**src/rtl/elevator_scheduler.sv**
```systemverilog
// Single-car elevator scheduler: a FIFO of park-in/take-out jobs served one at a time,
// moving one floor per cycle and holding short of a floor under a leak alarm.
module elevator_scheduler #(
    parameter int QDEPTH = 4
) (
    input  logic        clock,
    input  logic        reset,
    input  logic        req_valid,
    input  logic        req_type,
    input  logic [15:0] req_plate,
    input  logic [2:0]  req_floor,
    input  logic        leakage,
    input  logic [2:0]  leakage_floor,
    output logic        req_ready,
    output logic        reject,
    output logic [2:0]  current_floor,
    output logic [15:0] moving,
    output logic        busy,
    output logic        done,
    output logic [2:0]  done_floor,
    output logic        stall,
    output logic [2:0]  queue_count,
    output logic [1:0]  state
);

    localparam int PTR_W = $clog2(QDEPTH);
    localparam int CNT_W = PTR_W + 1;

    typedef enum logic [1:0] {
        IDLE    = 2'b00,
        TO_PICK = 2'b01,
        TO_DROP = 2'b10
    } state_t;

    state_t             state_q;
    logic [19:0]        fifo_mem [QDEPTH];
    logic [PTR_W-1:0]   wr_ptr;
    logic [PTR_W-1:0]   rd_ptr;
    logic [CNT_W-1:0]   count;
    logic [2:0]         pick_r;
    logic [2:0]         drop_r;
    logic [15:0]        plate_r;

    logic               push;
    logic               pop;
    logic [19:0]        head;
    logic [2:0]         target;
    logic [2:0]         next_floor;
    logic               at_target;
    logic               blocked;

    assign req_ready   = (count != CNT_W'(QDEPTH));
    assign push        = req_valid && req_ready && (req_floor != 3'd0);
    assign pop         = (state_q == IDLE) && (count != '0);
    assign head        = fifo_mem[rd_ptr];
    assign queue_count = 3'(count);
    assign state       = state_q;
    assign busy        = (state_q != IDLE);

    // Entries hold {type, plate, floor}; pick/drop floors are decoded when the job is popped.
    always_ff @(posedge clock) begin
        if (push)
            fifo_mem[wr_ptr] <= {req_type, req_plate, req_floor};
        if (pop) begin
            plate_r <= head[18:3];
            pick_r  <= head[19] ? head[2:0] : 3'd0;
            drop_r  <= head[19] ? 3'd0 : head[2:0];
        end
    end

    always_comb begin
        target     = (state_q == TO_PICK) ? pick_r : drop_r;
        at_target  = (current_floor == target);
        next_floor = (target > current_floor) ? current_floor + 3'd1 : current_floor - 3'd1;
        blocked    = leakage && (leakage_floor != 3'd0) && (next_floor == leakage_floor);
    end

    always_ff @(posedge clock or posedge reset) begin
        if (reset) begin
            state_q       <= IDLE;
            current_floor <= 3'd0;
            moving        <= 16'd0;
            reject        <= 1'b0;
            done          <= 1'b0;
            done_floor    <= 3'd0;
            stall         <= 1'b0;
            wr_ptr        <= '0;
            rd_ptr        <= '0;
            count         <= '0;
        end else begin
            reject <= req_valid && req_ready && (req_floor == 3'd0);
            done   <= 1'b0;
            stall  <= 1'b0;

            if (push)
                wr_ptr <= wr_ptr + PTR_W'(1);
            if (pop)
                rd_ptr <= rd_ptr + PTR_W'(1);
            if (push && !pop)
                count <= count + CNT_W'(1);
            else if (pop && !push)
                count <= count - CNT_W'(1);

            case (state_q)
                IDLE: begin
                    if (pop)
                        state_q <= TO_PICK;
                end
                TO_PICK, TO_DROP: begin
                    if (at_target) begin
                        if (state_q == TO_PICK) begin
                            moving  <= plate_r;
                            state_q <= TO_DROP;
                        end else begin
                            moving     <= 16'd0;
                            done       <= 1'b1;
                            done_floor <= drop_r;
                            state_q    <= IDLE;
                        end
                    end else if (blocked) begin
                        stall <= 1'b1;
                    end else begin
                        current_floor <= next_floor;
                    end
                end
                default: state_q <= IDLE;
            endcase
        end
    end

endmodule

```
**config.mk**
```make
export PLATFORM = sky130hd
export DESIGN_NAME = elevator_scheduler
export DESIGN_NICKNAME = d
export VERILOG_FILES = /design/src/rtl/elevator_scheduler.sv
export SDC_FILE = /design/constraint.sdc
export NUM_CORES = 1
export LEC_CHECK = 0
export ABC_CLOCK_PERIOD_IN_PS = 4700
export CAP_MARGIN = 30
export CELL_PAD_IN_SITES_DETAIL_PLACEMENT = 1
export CELL_PAD_IN_SITES_GLOBAL_PLACEMENT = 2
export CORE_AREA = 2 2 106 133
export CTS_CLUSTER_DIAMETER = 120
export DETAILED_ROUTE_END_ITERATION = 10
export DIE_AREA = 0 0 108 135
export MAX_ROUTING_LAYER = met4
export PLACE_DENSITY = 0.74
export SETUP_SLACK_MARGIN = 0.2
export SYNTH_ARGS = -nofsm -noshare
export SYNTH_HDL_FRONTEND = slang
export SYNTH_SLANG_ARGS = --single-unit
```
**constraint.sdc**
```tcl
create_clock -name clock -period 4.7 [get_ports clock]
set_input_delay 0.94 -clock clock [delete_from_list [all_inputs] [get_ports clock]]
set_output_delay 0.94 -clock clock [all_outputs]
set_load 0.03 [all_outputs]
```
Yosys cells after proc, flatten, opt, wreduce, memory -nomap -nowiden
Memories as Yosys holds them, arrays and structs flattened. Cells that the tools add are included.

Equal/unequal tests: 7. Magnitude comparators: 1. Muxes and demuxes: 17. Reductions and logical operators: 22. $add $sub $neg: 6. Bitwise operators: 3.

Operators by type and width (number): 2-to-1 mux 16 bit (1); 2-to-1 mux 3 bit (4); nonzero test 3 bit (3); logical AND 1 bit (8); 2-to-1 mux 1 bit (8); adder 3 x 1 -> 3 bit, second input constant (2); == test 3 bit (2); 2-to-1 mux 2 bit (3); AND reduction 3 bit (2); subtractor 3 x 1 -> 3 bit, second input constant (2); adder 2 x 1 -> 2 bit, second input constant (2); inequality test 2 bit, second input constant (2); case mux 2 bit (2 select lines) (1); AND reduction 2 bit (2); nonzero test 2 bit (2); > comparator 3 bit (1); logical NOT 3 bit (1); inequality test 3 bit, second input constant (1); inverter 1 bit (3); == test 2 x 1 -> 1 bit, second input constant (1); == test 2 bit, second input constant (1); logical NOT 1 bit (2); logical NOT 2 bit (1); OR reduction 2 bit (1).

Memories kept: 1. Register bits: 56. Bits in writable memories: 80.

Memory list: fifo_mem (words 4, bits a word 20, rd ports 1, clocked after memory_dff 0, wr ports 1, RTL line 36) `logic [19:0] fifo_mem [QDEPTH];`.

Longest topological paths before layout
Word-level depth: 9. Mapped depth: 13. Depth with buffers taken out: 12.

Least setup slack after synthesis
No wires, ideal clock.

Path type: register to register. Start: register state_q[1] (netlist: state[1]). End: register current_floor[1]. Cell stages (with the launch flop): 13. Arrival time: 3.343 ns. Period minus slack after synthesis: 3.422 ns. Library setup time: 0.079 ns. Path slack: 1.278 ns. Buffers on the path: 1. Path through: dfrtp_1 inv_1 ha_1 clkbuf_1 mux2_2 ha_1 a21oi_1 a21boi_2 fa_1 xor2_1 a41oi_4 o21ai_2 mux2i_1.

Longest elaborated chain between the ends: 8.

Ends and longest elaborated chain: from (decl) (RTL line 35) `state_t state_q;`; from (signal assigned) (RTL line 80) `state_q <= IDLE;`; from (signal assigned) (RTL line 107) `state_q <= TO_PICK;`; from (signal assigned) (RTL line 113) `state_q <= TO_DROP;`; == test 2 x 1 -> 1 bit (RTL line 72, 104); 2-to-1 mux 3 bit (RTL line 72) `target = (state_q == TO_PICK) ? pick_r : drop_r;`; > comparator 3 bit (RTL line 74) `next_floor = (target > current_floor) ? current_floor + 3'd1 : current_floor - 3'd1;`; 2-to-1 mux 3 bit (RTL line 74); == test 3 bit (RTL line 75) `blocked = leakage && (leakage_floor != 3'd0) && (next_floor == leakage_floor);`; logical AND 1 bit (RTL line 75); inverter 1 bit (no line); AND reduction 3 bit (no line); to (signal assigned) (RTL line 123) `current_floor <= next_floor;`; to (decl) (RTL line 16) `output logic [2:0] current_floor,`.

Parallel ways exist; a longest one is shown, timed or not. A chain may end at the register's enable or synchronous reset.

Worst setup path in the final report
Same ends and word-level chain as after synthesis.

==> flow_summary.yaml <==
finish:
  seq_area_sq_mm: 0.003914
  area_occupied_by_multi_input_gates_sq_mm: 0.001319
  fillers: 1271
  final_net_count: 417
  fin_area_sq_mm: 0.006736
  number_of_antenna_diodes: 0
  syn_to_final_growth_pct: 25.82
  finalNonFillerCells: 562
  final_layout_size_suffix_gt1_frac: 0.1765
setup_path:
  timing_worst_setup_path_type: "reg -> reg"
  critPathMaxStageDelay_ns: 0.62
  timing.critical_path.required_ns: 5.04
  worst_setup_path_end_kind: "register"
  r2r-end: "current_floor[1]"
  timing.rr.start: "state[1]"
  worst_path_most_repeated_cell: "ha_1"
  highest_fanout_seen_on_the_critical_path: 21
  r2r_setup_slack_ns: 1.01
  critPathLaunchType: "register"
  crit_path_cell_trace: "inv_1, ha_1, mux2_2, ha_1, nand3b_1, a21boi_2, fa_1, xor2_1, a41oi_4, o21ai_2, mux2i_1"
  timing.reg2reg.worst_path_depth: 11
  critical-path-slowest-cell: "ha_1"
  data_arrival_time_at_the_worst_slack_endpoint_ns: 4.03
route:
  drc_errors: 0
  drt_pre_antenna_iters: 5
  via_count: 2743
  ant_nets: 0
  post_drt_via_cell_ratio: 4.881
  wire_per_inst_um: 16.64
  drt-total-wl_um: 9351
  detailedRoute.firstIterationViolations: 132
synth:
  synthesis.instances: 304
  yosys_register_bits: 136
  synth_top_cell_area_share: 0.5721
  count_of_synthesis_stage_warnings_from_yosys: 0
  synth-xor-area-share: 0.02267
  area_share_of_and_or_nand_nor_cells_after_synthesis: 0.05515
  syn_area_per_cell_sq_um: 17.61
  synth_sequential_area_ratio: 0.7310
  synth_top_family_by_area: "multiplexers"
  yosys-top-cells-area: "edfxtp_1 (57%), dfrtp_1 (16%), mux4_2 (8.4%), nand2_1 (2.7%), ha_1 (2.3%)"
  synth_mux_area_frac: 0.1026
  synth_compound_gate_area_share: 0.03505
  synth_area_leader_cell: "edfxtp_1"
  synth_edf_count: 102
  syn_nets: 343
  yosysUniqueCellTypes: 37
  synth_most_common_cell: "edfxtp_1"
  synth.cell_area_sq_mm: 0.005354
  synth_flop_cell: "edfxtp_1"
  yosys.area_share.adder: 0.03085
  fraction_of_registers_with_async_set_reset: 0.2500
  synthTopCellsByCount: "edfxtp_1 (102), nand2_1 (38), dfrtp_1 (34)"
place:
  placement.cell_area_sq_mm: 0.006181
  gpl.final_weighted_congestion: 0.6960
  hpwlAfterDp_um: 6454
  portBuffers: 58
  dp_cells: 530
timing:
  max-slew-margin-rel: 0.3547
  unrepaired_setup_endpoints_after_global_routing: "no"
  final.period_utilization: 0.7853
  final_hold_viol_count: 0
  setup_viol: 0
  sum_of_negative_setup_slack_ns: 0
  fmax_mhz: 270.9
  fin_worst_skew_ns: 0.008595
  worst-slew-pin-transition_ns: 0.9680
  timing_max_transition_violations_final: 0
  final.min_clock_period_ns: 3.691
hold_path:
  hold_end: "done_floor[2]"
  holdPathStages: 1
  min-delay-path-class: "reg -> reg"
  min-delay-start: "done_floor[2]"
global_route:
  grt-ovfl-total: 0
  grt_pass1_wl_um: 15490
  grt_pass1_vias: 2962
  antenna_violations_before_repair: 0
  grt_start_max_net_pins: 34
  total_routing_usage_gr: 0.1494
floorplanning:
  ios: 59
  row_count: 47
  chipHeight_um: 135
  die_w_um: 108
  design.core.area_sq_mm: 0.01323
  floorplan.initialDensity: 0.4046
  total_die_area_sq_mm: 0.01458
clock_network:
  cts-resized-gates: 0
  ctsHoldBuffers: 0
  cts_root_buf: "clkbuf_16"
  cts_tree: "done"
  numCtsBuffers: 17
  cts_post_setup_buffers_inserted: 0
  clk_pin_slew_ns: 0.06
  clk_path_buf_depth: 2
  clkSinkCount: 136
  insertion_delay_ns: 0.42
  cts_htree_levels: 4
power_and_ir_drop:
  pnr_total_power_mw: 4.997
  p_leak_nw: 2.457
  cellPowerDensity_mw_per_mm2: 741.8
  ir_drop_uv: 361.7
status:
  status: "finished, final reports clean"
run:
  max-cap-violations: 0
[worst max path at each step]
stage	cells past startpoint	from	end
after global placement	11	state[1]	current_floor[1]
final	11	state[1]	current_floor[1]
after detailed placement	11	state[1]	current_floor[1]
after floorplan	12	state[1]	current_floor[1]
after global routing	11	state[1]	current_floor[1]
after CTS	11	state[1]	current_floor[1]
[through the flow]
step | setup slack (ns) | util | hold WS (ns)
5_1_grt | 0.7026 | 0.5091 | 0.5155
2_1_floorplan | 1.278 | - | 0.4617
6_report | 1.009 | 0.5091 | 0.4900
4_1_cts | 0.9757 | 0.5091 | 0.4931
3_5_place_dp | 0.9938 | 0.4671 | 0.4789
3_3_place_gp | 1.144 | 0.4617 | 0.4662
[report_power, final]
| group | switching, mW | internal [mW] | leakage [nW] |
|---|---|---|---|
| combinational | 1.05 | 0.839 | 0.800 |
| sequential | 0.169 | 1.72 | 1.38 |
| clock | 0.498 | 0.725 | 0.281 |
[placed cells by master (no fill, tap or decap), types with 3 or more instances in the layout]
| cell | synthesis | routed |
|---|---|---|
| clkdlybuf4s50_1 | 0 | 58 |
| mux4_2 | 20 | 20 |
| xor2_1 | 5 | 5 |
| mux2_2 | 3 | 3 |
| xnor2_1 | 7 | 7 |
| nor2_1 | 4 | 4 |
| nor2b_1 | 3 | 3 |
| ha_1 | 10 | 10 |
| buf_4 | 0 | 3 |
| mux2_1 | 4 | 4 |
| and2_1 | 8 | 8 |
| inv_6 | 0 | 5 |
| o21ai_1 | 19 | 19 |
| clkinv_2 | 0 | 4 |
| clkbuf_16 | 0 | 18 |
| buf_8 | 0 | 3 |
| dfrtp_1 | 34 | 34 |
| inv_1 | 10 | 10 |
| edfxtp_1 | 102 | 102 |
| nand2_1 | 38 | 38 |
| nand3b_1 | 3 | 3 |
[layout make-up]
class	count	share of cell area
Multi-Input combinational cell	146	0.1958
Sequential cell	136	0.5810
Clock buffer	20	0.06947
Tap cell	171	0.03176
Clock inverter	12	0.01300
Inverter	12	0.008730
Timing Repair Buffer	65	0.1003
[per-layer routing]
metal  vias up  track usage  routed length, um
met5         -            -                  0
met4         0      0.06909                188
met3        15      0.04440                366
met2        60       0.2352               4838
met1      1387       0.1769               3958
li1       1281            -                  -
[kinds of logic (layout without fill, tap and decap cells)]
logic type      count (synthesis)  in the layout
compound gates                 28             28
xor+xnor                       13             13
fa+ha+maj                      12             12
buf+inv                        22            109
flops                         136            136
mux                            29             29
simple gates                   64             64
[critical path, delay by kind of cell, from the launching register on]
family,cells,cell delay (ns)
compound gates,3,0.66
xor+xnor,1,0.28
fa+ha+maj,3,1.47
buf+inv,1,0.10
flops,1,0.37
mux,2,0.60
simple gates,1,0.14
[state kept, by name, summed over array words and instances (netlist names)]
register and count:
fifo_mem 80, moving 16, plate_r 16, current_floor 3
done_floor 3, drop_r 3, pick_r 3, queue_count 3
rd_ptr 2, state 2, wr_ptr 2, done 1
reject 1, stall 1
Power figures use the tool's default switching activity.
